$ cat src/rtl/fetch_unit.sv
// rtl/fetch_unit.sv - instruction-fetch stage: PC, IF/ID register, redirect/flush, fetch faults
//
// Ports:
//   clk, rst           clock and synchronous active-high reset
//   stall              hold PC and IF/ID register
//   redirect_valid     taken branch/jump this cycle; redirect_target is its byte address
//   imem_addr          word address into instr_mem (combinational from pc)
//   imem_instr         instruction returned by instr_mem in the same cycle
//   if_valid, if_pc, if_pc_plus4, if_instr   IF/ID register
//   fault, fault_pc    sticky fetch fault and the offending byte address
//   fetch_count        instructions delivered, wraps modulo 2^32
module fetch_unit #(
  parameter int              ADDR_WIDTH = 9,
  parameter int              XLEN       = 32,
  parameter logic [XLEN-1:0] RESET_PC   = '0
) (
  input  logic                  clk,
  input  logic                  rst,
  input  logic                  stall,
  input  logic                  redirect_valid,
  input  logic [XLEN-1:0]       redirect_target,
  output logic [ADDR_WIDTH-1:0] imem_addr,
  input  logic [XLEN-1:0]       imem_instr,
  output logic                  if_valid,
  output logic [XLEN-1:0]       if_pc,
  output logic [XLEN-1:0]       if_pc_plus4,
  output logic [XLEN-1:0]       if_instr,
  output logic                  fault,
  output logic [XLEN-1:0]       fault_pc,
  output logic [31:0]           fetch_count
);

  typedef enum logic [1:0] {
    BOOT  = 2'd0,
    RUN   = 2'd1,
    FAULT = 2'd2
  } state_t;

  state_t          state;
  logic [XLEN-1:0] pc;

  // One extra bit so that pc+4 wrapping past 2^XLEN is seen as illegal.
  logic [XLEN:0]   pc_inc;
  logic            pc_inc_legal;
  logic            target_legal;
  logic            reset_pc_legal;

  function automatic logic is_legal(input logic [XLEN-1:0] a);
    return (a[1:0] == 2'b00) && (a[XLEN-1:ADDR_WIDTH+2] == '0);
  endfunction

  assign imem_addr      = pc[ADDR_WIDTH+1:2];
  assign pc_inc         = {1'b0, pc} + (XLEN+1)'(4);
  assign pc_inc_legal   = !pc_inc[XLEN] && is_legal(pc_inc[XLEN-1:0]);
  assign target_legal   = is_legal(redirect_target);
  assign reset_pc_legal = is_legal(RESET_PC);

  always_ff @(posedge clk) begin
    if (rst) begin
      state       <= BOOT;
      pc          <= RESET_PC;
      if_valid    <= 1'b0;
      if_pc       <= '0;
      if_pc_plus4 <= '0;
      if_instr    <= '0;
      fault       <= 1'b0;
      fault_pc    <= '0;
      fetch_count <= '0;
    end else begin
      case (state)
        BOOT: begin
          // Single settling edge: pc already holds RESET_PC, nothing captured yet.
          if (reset_pc_legal) begin
            state <= RUN;
          end else begin
            state    <= FAULT;
            fault    <= 1'b1;
            fault_pc <= RESET_PC;
          end
        end

        RUN: begin
          if (redirect_valid) begin
            // Whatever imem returns this cycle is wrong-path; drop it.
            if_valid <= 1'b0;
            if (target_legal) begin
              pc <= redirect_target;
            end else begin
              state    <= FAULT;
              fault    <= 1'b1;
              fault_pc <= redirect_target;
            end
          end else if (!stall) begin
            if_instr    <= imem_instr;
            if_pc       <= pc;
            if_pc_plus4 <= pc_inc[XLEN-1:0];
            if_valid    <= 1'b1;
            fetch_count <= fetch_count + 32'd1;
            // The last word is still delivered; pc stays on it rather than wrapping.
            if (pc_inc_legal) begin
              pc <= pc_inc[XLEN-1:0];
            end else begin
              state    <= FAULT;
              fault    <= 1'b1;
              fault_pc <= pc_inc[XLEN-1:0];
            end
          end
        end

        FAULT: begin
          if_valid <= 1'b0;
          fault    <= 1'b1;
        end

        default: begin
          state <= FAULT;
          fault <= 1'b1;
        end
      endcase
    end
  end

endmodule
$ cat config.mk
export PLATFORM = sky130hd
export DESIGN_NAME = fetch_unit
export DESIGN_NICKNAME = d
export VERILOG_FILES = /design/src/rtl/fetch_unit.sv
export SDC_FILE = /design/constraint.sdc
export NUM_CORES = 1
export LEC_CHECK = 0
export ABC_AREA = 1
export CAP_MARGIN = 20
export CORE_UTILIZATION = 43
export DETAILED_ROUTE_END_ITERATION = 10
export DONT_BUFFER_PORTS = 1
export PLACE_DENSITY = 0.56
export SYNTH_ARGS = -nofsm -noshare
export SYNTH_HDL_FRONTEND = slang
export SYNTH_SLANG_ARGS = --single-unit
$ cat constraint.sdc
create_clock -name clk -period 3.55 [get_ports clk]
set_input_delay 0.71 -clock clk [delete_from_list [all_inputs] [get_ports clk]]
set_output_delay 0.71 -clock clk [all_outputs]
set_load 0.05 [all_outputs]
==> results.py, run 1 <==
metrics = {
    "status": {
        "status": "completed",
    },
    "cells_and_area": {
        "fin_nets": 1355,
        "finish.utilization_pct": 48.3,
        "n_antenna_cell": 0,
        "layout_common_cells": "264 x nor2_1, 257 x nand2_1, 194 x dfxtp_1",
        "drive_gt1_share_pct": 8.09,
        "layout_commonest_cell": "nor2_1",
        "nFillCells": 2139,
        "area_growth_pct": 9.55,
    },
    "critical_path": {
        "max_stage_delay_ps": 360,
        "r2r_end": "fault_pc[2]$_SDFFE_PP0P_",
        "r2r_setup_slack_ps": 730,
        "critPathCaptureType": "flop",
        "reg2regPathDepth": 14,
        "crit_end": "fault_pc[2]$_SDFFE_PP0P_",
        "critPathArrivalTime_ps": 3190,
        "worst-path-max-fanout": 34,
        "cp_common_cell": "nand2_1",
        "critical_path.startpoint": "pc[7]$_SDFFE_PP0P_",
        "path_class": "flop to flop",
        "crit_chain": "buf_4 -> nand2_1 -> nor2_1 -> nand2_1 -> nor2_2 -> nand2_1 -> nor2_2 -> xor2_2 -> nor2_4 -> nand2_8 -> nand3_4 -> nand2_1 -> inv_2 -> nor2_1",
        "critical_path.top_delay_family": "simple AND/OR/NAND/NOR gates",
        "cp_slowest_cell": "xor2_2",
        "crit_cells": 14,
        "critPathLaunchType": "flop",
        "crit-reg2reg-launch": "pc[7]$_SDFFE_PP0P_",
        "crit_required_ps": 3920,
        "cp_num_buf_inv": 2,
    },
    "placed_design": {
        "place.port_buffers": 0,
        "place_congestion": 0.853,
        "hpwl_um": 18000,
    },
    "cts": {
        "cts_resized": 0,
        "clk_pin_slew_worst_paths_ps": 80,
        "cts_hold_buf": 0,
        "cts_tree": "yes",
        "htree_levels": 4,
        "cts_made_buffers": 17,
        "clock_latency_ps": 430,
        "clock_sinks": 194,
        "clock-root-buffer": "clkbuf_16",
        "post_cts_buffers": 0,
        "clockBufferDepth": 2,
    },
    "timing": {
        "fmax_mhz": 354,
        "slew_violations": 0,
        "setup-violations-final": 0,
        "fin_worst_skew_ps": 13.0,
        "tns_ps": 0,
        "hold_viol_final": 0,
        "worstMarginPinSlew_ps": 1000,
        "min_period_ps": 2820,
        "fin_crit_sh_pct": 79.5,
        "maxSlewHeadroom_pct": 33.2,
        "rsz0062_at_grt": "no",
    },
    "pwr": {
        "power.density_nw_per_um2": 543,
        "max-vdd-ir-drop_v": 0.000348,
        "power.leakage_nw": 4.09,
    },
    "synthesis": {
        "synth_nets": 1387,
        "synthCells": 1317,
        "synth_seq_area_share_pct": 43.2,
        "yosysWarningCount": 0,
        "netlist_area_um2": 8990,
        "synth.distinct_cells": 38,
        "synth_seq_cells": 194,
        "avgSynthCellArea_um2": 6.82,
    },
    "grt": {
        "grtUsageTotal_pct": 23.3,
        "grt-ovfl-total": 0,
        "grt_pass1_wl_um": 39500,
        "antenna_found_initial": 0,
        "grt_pass1_vias": 7433,
        "grt_max_degree": 134,
    },
    "die": {
        "rows": 52,
        "die_y_um": 147,
        "die_w_um": 147,
        "num_io_pins": 239,
        "start_util_pct": 44.1,
        "core_area_um2": 20400,
        "die_area_um2": 21500,
    },
    "routing": {
        "wl_per_cell_um": 15.9,
        "vias": 7899,
        "drc": 0,
        "first_iter_violations": 336,
        "wirelength_um": 25000,
        "detail_route.vias_per_cell": 5.04,
        "firstDrtPassIters": 4,
        "final_antenna_net_count": 0,
    },
    "job": {
        "drv_cap": 0,
    },
    "worst_hold_path": {
        "hp-class": "input pin to flop",
    },
}
metrics by stage:
stage	hold slack (ps)	setup WS, ps	cell area, um^2	power (mW)	std cells
2_1_floorplan	422	1040	8990	3.15	1317
3_3_place_gp	474	739	9170	3.24	1536
6_report	339	727	9850	5.35	1568
4_1_cts	327	727	9850	5.40	1568
3_5_place_dp	476	739	9170	3.25	1536
5_1_grt	317	412	9850	5.58	1568
synthesized netlist by cell type (all sizes together):
cell    instances  area, um^2
a211oi          1        7.51
a21oi          54         274
a31oi           2        12.5
and3            1        6.26
buf            25         189
clkbuf         51         191
dfxtp         194        3880
ha              2        25.0
inv           159         597
mux2i           7        70.1
nand2         263        1030
nand2b          1        6.26
nand3          60         313
nand3b          2        15.0
nand4          48         300
nor2          275        1080
nor3           12        60.1
nor4            6        37.5
o211ai         14         105
o21a            2        15.0
o21ai         119         596
o41ai           1        8.76
or2             2        12.5
xnor2           4        35.0
xor2           12         113
sequential cells by signal, summed over array words and instances (netlist names):
name	count
fetch_count	32
if_pc	32
if_instr	32
if_pc_plus4	30
if_valid	1
fault	1
pc	32
state	2
fault_pc	32
power breakdown:
group | switching (mW) | total (mW) | internal, mW
registers | 0.424 | 2.71 | 2.29
logic | 0.326 | 0.483 | 0.157
clock network | 0.937 | 2.16 | 1.22
final cells by class:
cell class	count	area, um^2	share of cell area [%]
sequential	194	3880	39.4
timing repair buffer	25	213	2.16
clock inverter	15	251	2.55
clock buffer	17	425	4.32
multi-input combinational	888	4130	42.0
tap	270	338	3.43
inverter	159	601	6.10
worst min-delay path by stage:
stage | startpoint | to | slack [ps] | cells past startpoint
CTS | rst | fetch_count[2]$_SDFFE_PP0P_ | 330 | 1
detailed placement | pc[28]$_SDFFE_PP0P_ | pc[28]$_SDFFE_PP0P_ | 480 | 2
global placement | pc[26]$_SDFFE_PP0P_ | pc[26]$_SDFFE_PP0P_ | 470 | 2
finish | rst | fetch_count[2]$_SDFFE_PP0P_ | 340 | 1
global route | rst | fetch_count[2]$_SDFFE_PP0P_ | 320 | 1
floorplan | pc[1]$_SDFFE_PP0P_ | pc[1]$_SDFFE_PP0P_ | 420 | 2
cell families (layout without fill, tap and decap cells):
kind of cell	after synthesis	after routing	synth area share (%)
mux	7	7	0.780
buf+inv	235	216	10.9
compound gates	193	193	11.3
simple gates	670	670	31.9
flops	194	194	43.2
fa+ha+maj	2	2	0.278
xor+xnor	16	16	1.64
per-layer routing:
metal | GRT usage, % | routed length [um]
met5 | 0 | 0
met2 | 40.2 | 11800
met1 | 27.5 | 10800
met3 | 6.94 | 1750
met4 | 8.02 | 639
(Power assumes the default switching activity.)
==> inputs of run 2 (changes only) <==
==> constraint.sdc (replaced) <==
create_clock -name clk -period 2.7 [get_ports clk]
set_input_delay 0.54 -clock clk [delete_from_list [all_inputs] [get_ports clk]]
set_output_delay 0.54 -clock clk [all_outputs]
set_load 0.05 [all_outputs]
==> run 2 against run 1 <==
Compared with the run above: cell count up 2.0%; maximum frequency up 14%; largest cell class unchanged; highest routed layer unchanged; setup slack worse by 510 ps; clock skew up 2.7 ps; non-clock buffer count up 29; critical endpoint is now pc[31]$_SDFFE_PP0P_; critical path depth up 1; wire length up 3.6%; critical path type unchanged; largest power group unchanged; sequential power up 31%; combinational power up 40%; clock-buffer cell count up 1.
==> results.py, run 2 (synthesized netlist as in run 1, its figures left out) <==
metrics = {
    "status": {
        "status": "completed",
    },
    "cells_and_area": {
        "layout_common_cells": "261 x nor2_1, 252 x nand2_1, 194 x dfxtp_1",
        "regArea_um2": 3880,
        "multi_input_comb_area_um2": 4210,
        "area_growth_pct": 12.1,
        "layout_commonest_cell": "nor2_1",
        "fin_nets": 1385,
        "nFillCells": 2165,
        "drive_gt1_share_pct": 10.9,
    },
    "critical_path": {
        "critPathArrivalTime_ps": 2810,
        "cp_slowest_cell": "dfxtp_1",
        "path_class": "flop to flop",
        "worst-path-max-fanout": 23,
        "critical_path.startpoint": "pc[3]$_SDFFE_PP0P_",
        "crit_required_ps": 3020,
        "crit_cells": 15,
        "max_stage_delay_ps": 350,
        "critPathLaunchType": "flop",
        "cp_common_cell": "nand2_1",
        "r2r_setup_slack_ps": 220,
        "cp_num_buf_inv": 0,
        "crit_end": "pc[31]$_SDFFE_PP0P_",
        "critPathCaptureType": "flop",
        "crit-reg2reg-launch": "pc[3]$_SDFFE_PP0P_",
        "reg2regPathDepth": 15,
        "critical_path.top_delay_family": "simple AND/OR/NAND/NOR gates",
        "r2r_end": "pc[31]$_SDFFE_PP0P_",
        "crit_chain": "ha_2 -> nand2_1 -> nor2_2 -> nand2_2 -> nor2_4 -> nand2_1 -> nor2_2 -> xnor2_2 -> nand2_1 -> nor2_4 -> nand2_8 -> nand2_8 -> nand2_8 -> nand2_1 -> nor2_1",
    },
    "cts": {
        "clock_sinks": 194,
        "clock-root-buffer": "clkbuf_16",
        "cts_made_buffers": 17,
        "clock_latency_ps": 440,
        "htree_levels": 4,
        "clockBufferDepth": 2,
        "clk_pin_slew_worst_paths_ps": 70,
        "cts_tree": "yes",
        "cts_hold_buf": 0,
    },
    "routing": {
        "vias": 8102,
        "drc": 0,
        "wirelength_um": 25900,
        "firstDrtPassIters": 5,
        "detail_route.vias_per_cell": 5.07,
        "wl_per_cell_um": 16.2,
        "first_iter_violations": 448,
        "final_antenna_net_count": 0,
    },
    "pwr": {
        "power.leakage_nw": 4.22,
        "p_sw_share_pct": 32.1,
        "p_seq_share_pct": 51.9,
        "p_comb_share_pct": 9.9,
        "p_total_mw": 6.85,
        "max-vdd-ir-drop_v": 0.000378,
        "p_int_mw": 4.65,
        "clkPwrFrac_pct": 38.3,
        "switching_power_mw": 2.20,
        "power.density_nw_per_um2": 679,
    },
    "grt": {
        "antenna_found_initial": 0,
        "grt_pass1_vias": 7585,
        "grt_pass1_wl_um": 41200,
        "grtUsageTotal_pct": 24.3,
        "grt_max_degree": 120,
        "grt-ovfl-total": 0,
    },
    "die": {
        "core_area_um2": 20400,
        "die_area_um2": 21500,
        "num_io_pins": 239,
        "rows": 52,
        "die_y_um": 147,
        "die_w_um": 147,
        "start_util_pct": 44.1,
    },
    "placed_design": {
        "hpwl_um": 18800,
        "place.port_buffers": 0,
        "place_congestion": 0.898,
    },
    "timing": {
        "fmax_mhz": 403,
        "maxSlewHeadroom_pct": 58.6,
        "slew_violations": 0,
        "fin_crit_sh_pct": 92.0,
        "min_period_ps": 2480,
        "setup-violations-final": 0,
        "fin_worst_skew_ps": 15.7,
        "hold_viol_final": 0,
        "worstMarginPinSlew_ps": 620,
        "rsz0062_at_grt": "no",
        "tns_ps": 0,
    },
    "job": {
        "drv_cap": 0,
    },
    "worst_hold_path": {
        "hp-class": "input pin to flop",
    },
}
## run 2: through the flow
stage,worst slack (ps),hold WS (ps),std cells,utilization (%),area (um^2)
finish,216,182,1599,49.5,10100
global route,5.66,163,1598,49.5,10100
CTS,84.9,155,1597,49.1,9990
detailed placement,104,462,1565,46.1,9390
global placement,131,445,1565,46.1,9390
floorplan,275,422,1317,-,8990
## run 2: worst min path at each step
stage                  startpoint                            to  slack, ps  depth (start not counted)
2_1_floorplan  pc[1]$_SDFFE_PP0P_            pc[1]$_SDFFE_PP0P_        420                          2
3_3_place_gp   pc[1]$_SDFFE_PP0P_            pc[1]$_SDFFE_PP0P_        440                          2
3_5_place_dp   pc[1]$_SDFFE_PP0P_            pc[1]$_SDFFE_PP0P_        460                          2
4_1_cts                       rst  fetch_count[22]$_SDFFE_PP0P_        150                          1
5_1_grt                       rst   fetch_count[6]$_SDFFE_PP0P_        160                          1
6_report                      rst   fetch_count[4]$_SDFFE_PP0P_        180                          1
## run 2: worst reg2reg max path: stages (launching register included)
cell	delay, ps
dfxtp_1	350
ha_2	230
nand2_1	80
nor2_2	150
nand2_2	140
nor2_4	180
nand2_1	110
nor2_2	130
xnor2_2	150
nand2_1	140
nor2_4	170
nand2_8	110
nand2_8	160
nand2_8	150
nand2_1	100
nor2_1	50
## run 2: final cells by class
type                            instances  area share (%)
Multi-Input combinational cell        889            41.7
Sequential cell                       194            38.5
Inverter                              159            5.96
Timing Repair Buffer                   54            4.38
Clock buffer                           18            4.36
Tap cell                              270            3.35
Clock inverter                         14            1.65
Antenna cell                            1          0.0248
## run 2: power by group through the flow
stage | combinational, mW | clock, mW | sequential, mW
final | 0.675 | 2.62 | 3.55
after global routing | 0.767 | 2.80 | 3.57
after CTS | 0.668 | 2.67 | 3.55
after detailed placement | 0.665 | 0 | 3.62
after global placement | 0.659 | 0 | 3.62
after floorplan | 0.541 | 0 | 3.60
## run 2: metal layers
metal  up-vias  track usage (%)  share of wire, %
met3        41             7.00               6.7
met5         -                0                 0
li1       4176                -                 -
met1      3663             28.7                43
met4         0             9.17               2.6
met2       222             41.5                48
## run 2: timing repair
item                                    4_1_cts  5_1_grt
setup buffers                                 0        0
resized for setup                             0       18
endpoints found under the setup margin        0       64
==> inputs of run 3 (changes only) <==
--- a/config.mk
+++ b/config.mk
@@ -11,6 +11,7 @@
 export DETAILED_ROUTE_END_ITERATION = 10
 export DONT_BUFFER_PORTS = 1
 export PLACE_DENSITY = 0.56
+export SKIP_CTS_REPAIR_TIMING = 1
 export SYNTH_ARGS = -nofsm -noshare
 export SYNTH_HDL_FRONTEND = slang
 export SYNTH_SLANG_ARGS = --single-unit
==> results of run 3 <==
Final layout, timing and power as in run 2 (identical DEF).
